## src/rtl/mux2_rr_arbiter_pkg.sv

```systemverilog
// Shared definitions for the two-requester round-robin arbiter.
package mux2_rr_arbiter_pkg;

  localparam int CountW = 4;

  typedef enum logic [1:0] {
    IDLE = 2'd0,
    G0   = 2'd1,
    G1   = 2'd2
  } state_e;

endpackage

```

## src/rtl/mux2_rr_arbiter_mux2_nbits.sv

```systemverilog
// nbits-wide 2:1 mux carrying the granted requester's message.
module mux2_nbits #(
  parameter int nbits = 8
) (
  input  logic             sel_i,
  input  logic [nbits-1:0] in0_i,
  input  logic [nbits-1:0] in1_i,
  output logic [nbits-1:0] out_o
);

  assign out_o = sel_i ? in1_i : in0_i;

endmodule

```

## src/rtl/mux2_rr_arbiter.sv

```systemverilog
// Round-robin arbiter sharing one val/rdy channel between two requesters,
// with a bounded grant-hold count for fairness.
module mux2_rr_arbiter #(
  parameter int nbits    = 8,
  parameter int MAX_HOLD = 4
) (
  input  logic             clk_i,
  input  logic             rst_i,
  input  logic             in0_val_i,
  output logic             in0_rdy_o,
  input  logic [nbits-1:0] in0_msg_i,
  input  logic             in1_val_i,
  output logic             in1_rdy_o,
  input  logic [nbits-1:0] in1_msg_i,
  output logic             out_val_o,
  input  logic             out_rdy_i,
  output logic [nbits-1:0] out_msg_o,
  output logic             sel_o
);

  import mux2_rr_arbiter_pkg::*;

  localparam logic [CountW:0] HoldLim = (CountW+1)'(MAX_HOLD);

  state_e            state_q, state_d;
  logic              last_q, last_d;
  logic [CountW-1:0] count_q, count_d;
  logic [CountW:0]   countInc;
  logic              xfer;
  logic              holdDone;

  always_ff @(posedge clk_i) begin
    if (rst_i) begin
      state_q <= IDLE;
      last_q  <= 1'b1;
      count_q <= '0;
    end else begin
      state_q <= state_d;
      last_q  <= last_d;
      count_q <= count_d;
    end
  end

  assign xfer     = out_val_o & out_rdy_i;
  assign countInc = {1'b0, count_q} + {{CountW{1'b0}}, 1'b1};
  assign holdDone = countInc >= HoldLim;

  always_comb begin
    state_d = state_q;
    last_d  = last_q;
    count_d = count_q;
    case (state_q)
      IDLE: begin
        if (in0_val_i && in1_val_i) state_d = last_q ? G0 : G1;
        else if (in0_val_i)         state_d = G0;
        else if (in1_val_i)         state_d = G1;
      end
      G0: begin
        if (!in0_val_i)                        state_d = in1_val_i ? G1 : IDLE;
        else if (xfer && holdDone && in1_val_i) state_d = G1;
        else if (xfer && ({1'b0, count_q} < HoldLim)) count_d = countInc[CountW-1:0];
      end
      G1: begin
        if (!in1_val_i)                        state_d = in0_val_i ? G0 : IDLE;
        else if (xfer && holdDone && in0_val_i) state_d = G0;
        else if (xfer && ({1'b0, count_q} < HoldLim)) count_d = countInc[CountW-1:0];
      end
      default: state_d = IDLE;
    endcase
    // A fresh grant restarts the hold count and becomes the tie-break reference.
    if ((state_d != state_q) && (state_d != IDLE)) begin
      count_d = '0;
      last_d  = (state_d == G1);
    end
  end

  always_comb begin
    sel_o     = (state_q == G1);
    out_val_o = 1'b0;
    in0_rdy_o = 1'b0;
    in1_rdy_o = 1'b0;
    if (!rst_i) begin
      case (state_q)
        G0: begin
          out_val_o = in0_val_i;
          in0_rdy_o = out_rdy_i;
        end
        G1: begin
          out_val_o = in1_val_i;
          in1_rdy_o = out_rdy_i;
        end
        default: ;
      endcase
    end
  end

  mux2_nbits #(.nbits(nbits)) msgMux (
    .sel_i (sel_o),
    .in0_i (in0_msg_i),
    .in1_i (in1_msg_i),
    .out_o (out_msg_o)
  );

endmodule

```

## config.mk

```make
export PLATFORM = sky130hd
export DESIGN_NAME = mux2_rr_arbiter
export DESIGN_NICKNAME = d
export VERILOG_FILES = /design/src/rtl/mux2_rr_arbiter_pkg.sv /design/src/rtl/mux2_rr_arbiter_mux2_nbits.sv /design/src/rtl/mux2_rr_arbiter.sv
export SDC_FILE = /design/constraint.sdc
export NUM_CORES = 1
export LEC_CHECK = 0
export CORE_MARGIN = 2
export CORE_UTILIZATION = 45
export DETAILED_ROUTE_END_ITERATION = 10
export GPL_TIMING_DRIVEN = 0
export PLACE_DENSITY = 0.84
export SLEW_MARGIN = 10
export SYNTH_ARGS = -nofsm -noshare
export SYNTH_HDL_FRONTEND = slang
export SYNTH_HIERARCHICAL = 1
export SYNTH_SLANG_ARGS = --single-unit
```

## constraint.sdc

```tcl
create_clock -name clk_i -period 4.3 [get_ports clk_i]
set_input_delay 1.29 -clock clk_i [delete_from_list [all_inputs] [get_ports clk_i]]
set_output_delay 1.29 -clock clk_i [all_outputs]
set_load 0.05 [all_outputs]
```

==> metrics <==
status finished, final reports clean; Syn Area/Cell 9.40 um^2; initial antenna violation count 0; WL final 1920 um; post-synth top area share 17.7%; Die Wd 45.9 um; worst r2r path cells 8; aggregate global routing overflow 0; Syn Inst Count 84; crit start category input port; Area Overhead vs Synth 45.0%; share of layout cells above drive strength 1 18.6%; max-slew violations 0; post-route ant nets 0; Vert. Die Dim 45.9 um; worst setup margin 0.324 ns; crit-path max FO 1; largest net degree at the start of global routing 11; Via density 5.98; Synth Net Count 111; dpl ws 0.0190 ns; crit end category output pin; post-synth cell types 35; Global Route Usage Sum 18.9%; DRC 0; Cell Area, Placed 0.00111 mm^2; CTS sink cnt 7; Synth Register Bits 7; Cells after DPL 131; CP arrival 2.69 ns; Skew-Pair Late Insertion Delay 0.26 ns; setup tns final 0 ns; HP Class reg -> reg; starting density of the core 46.7%; ant diodes 0; Post-Syn Area 790 um^2; clock skew 0.0100 ns; Num CTS Buffers 3; vias in the first global route 693; minimum clock period 3.98 ns; Period Utilization, post-route 92.5%; RSZ-0062 raised after global routing false; Reg2Reg Setup Slack 1.87 ns; design area 0.00114 mm^2; max cap viols 0; RR Startpoint state_q[0]; Static Leak 0.000533 uW; # resized after CTS 0; CTS tree built; IO Port Bufs 30; post-synthesis sequential area ratio 17.7%; Synth Warn # 6; most common cell after layout, fill and taps aside clkdlybuf4s50_1; CTS H-tree depth 1; drt pass-1 iters 4; worst slew pin tran 0.528 ns; final setup vio count 0; fmax 252 MHz; hold buffer count at cts 0; clock buffer depth 2; Fin. Hold Viols 0; DP HPWL 1530 um; Synth area leaders dfxtp_1 (18%), mux2_4 (15%), ha_1 (9.5%), a2111oi_4 (3.5%), nor3_1 (3.2%); post-synth top area cell dfxtp_1; Non-Filler Instances 135; via count 807; Die ar. 0.00211 mm^2; first-pass GRT wire length 2950 um; Crit Reg-Reg Endpoint count_q[0]; # rows 15; final net count 146; crit path from in1_msg_i[2]; peak supply drop 0.252 mV; number of setup buffers added after CTS 0; Rel. slew slack 64.5%; power per cell area 368 mW/mm^2; wire per inst 14.2 um; Iter 0 DRT Violations 13; Worst Setup EP out_msg_o[2]; WS Path Type in -> out; Critical Path RT 3.01 ns; boundary pin count 33; Clock transition at path regs 0.06 ns; CTS root buf clkbuf_4; overall power 421 uW; Placer Congestion 0.894; commonest cells after routing, fill and taps aside clkdlybuf4s50_1 (27), mux2_4 (8), dfxtp_1 (7); # fillers 140; Core Box Area 0.00169 mm^2
layer usage:
| metal | track usage [%] | vias up | routed length, um |
|---|---|---|---|
| met5 | 0 | - | 0 |
| met4 | 9.14 | 0 | 30 |
| met3 | 6.75 | 4 | 233 |
| met2 | 31.9 | 46 | 919 |
| met1 | 20.6 | 363 | 733 |
| li1 | - | 394 | - |
area by class of cell:
type	count	area [um^2]	share of cell area [%]
flip-flops and latches	7	140	12.2
well taps	17	21.3	1.86
inverters	6	22.5	1.97
clock buffers	4	26.3	2.30
plain buffers	3	36.3	3.17
multi-input cells	68	591	51.6
repair buffers	30	308	26.9
power breakdown:
part / leakage, uW / total, uW / switching (uW) / internal (uW)
Sequential: 0.0000571 / 89.4 / 14.5 / 74.8
Combinational: 0.000461 / 270 / 152 / 118
Clock: 0.0000150 / 61.9 / 26.4 / 35.5
cells in the mapped netlist:
cell,instances
a21oi_1,2
a21boi_0,1
nand2_1,5
a311oi_1,1
nor3b_1,1
a311oi_2,1
o211ai_1,2
inv_1,6
nor3_1,5
mux2_2,1
nand3b_1,1
o21ai_0,4
o2111a_2,1
xor2_1,1
o311ai_2,1
ha_1,6
mux2_4,8
and3_2,2
a31oi_1,2
nand3_1,2
nor2_1,4
a211oi_1,3
a22o_1,1
buf_6,2
mux2i_1,2
and3_1,3
dfxtp_1,7
a2111oi_4,1
o2111ai_1,1
o22ai_1,1
o211a_1,2
and4_4,1
clkbuf_8,1
nand2b_1,1
a41oi_1,1
worst min path at each step:
stage               slack (ns)  startpoint  cells after the start         end
floorplan                 0.48      last_q                      2      last_q
detailed placement        0.55      last_q                      2      last_q
global placement          0.51      last_q                      2      last_q
global route              0.59  count_q[3]                      1  count_q[3]
finish                    0.57  count_q[2]                      2  count_q[2]
CTS                       0.57  count_q[2]                      2  count_q[2]
flip-flops by register name (all words and copies together) (netlist names):
register / flops
last_q: 1
count_q: 4
state_q: 2
critical path: stages:
cell	delay, ns
clkdlybuf4s50_1	0.46
mux2_4	0.14
clkdlybuf4s50_1	0.80
cells by family after synthesis:
family | count (synthesis) | synth area share [%]
AOI/OAI and AO/OA | 25 | 27.9
and+or+nand+nor | 25 | 17.1
muxes | 11 | 19.2
buffers and inverters | 9 | 7.45
DFF | 7 | 17.7
adders and majority gates | 6 | 9.51
xor gates and xnor gates | 1 | 1.11
metrics by stage:
| stage | utilization [%] | hold slack [ns] |
|---|---|---|
| after floorplan | - | 0.480 |
| after global placement | 65.8 | 0.511 |
| after detailed placement | 65.8 | 0.547 |
| after CTS | 67.3 | 0.570 |
| after global routing | 67.8 | 0.590 |
| final | 67.8 | 0.569 |
(Power assumes the default switching activity.)
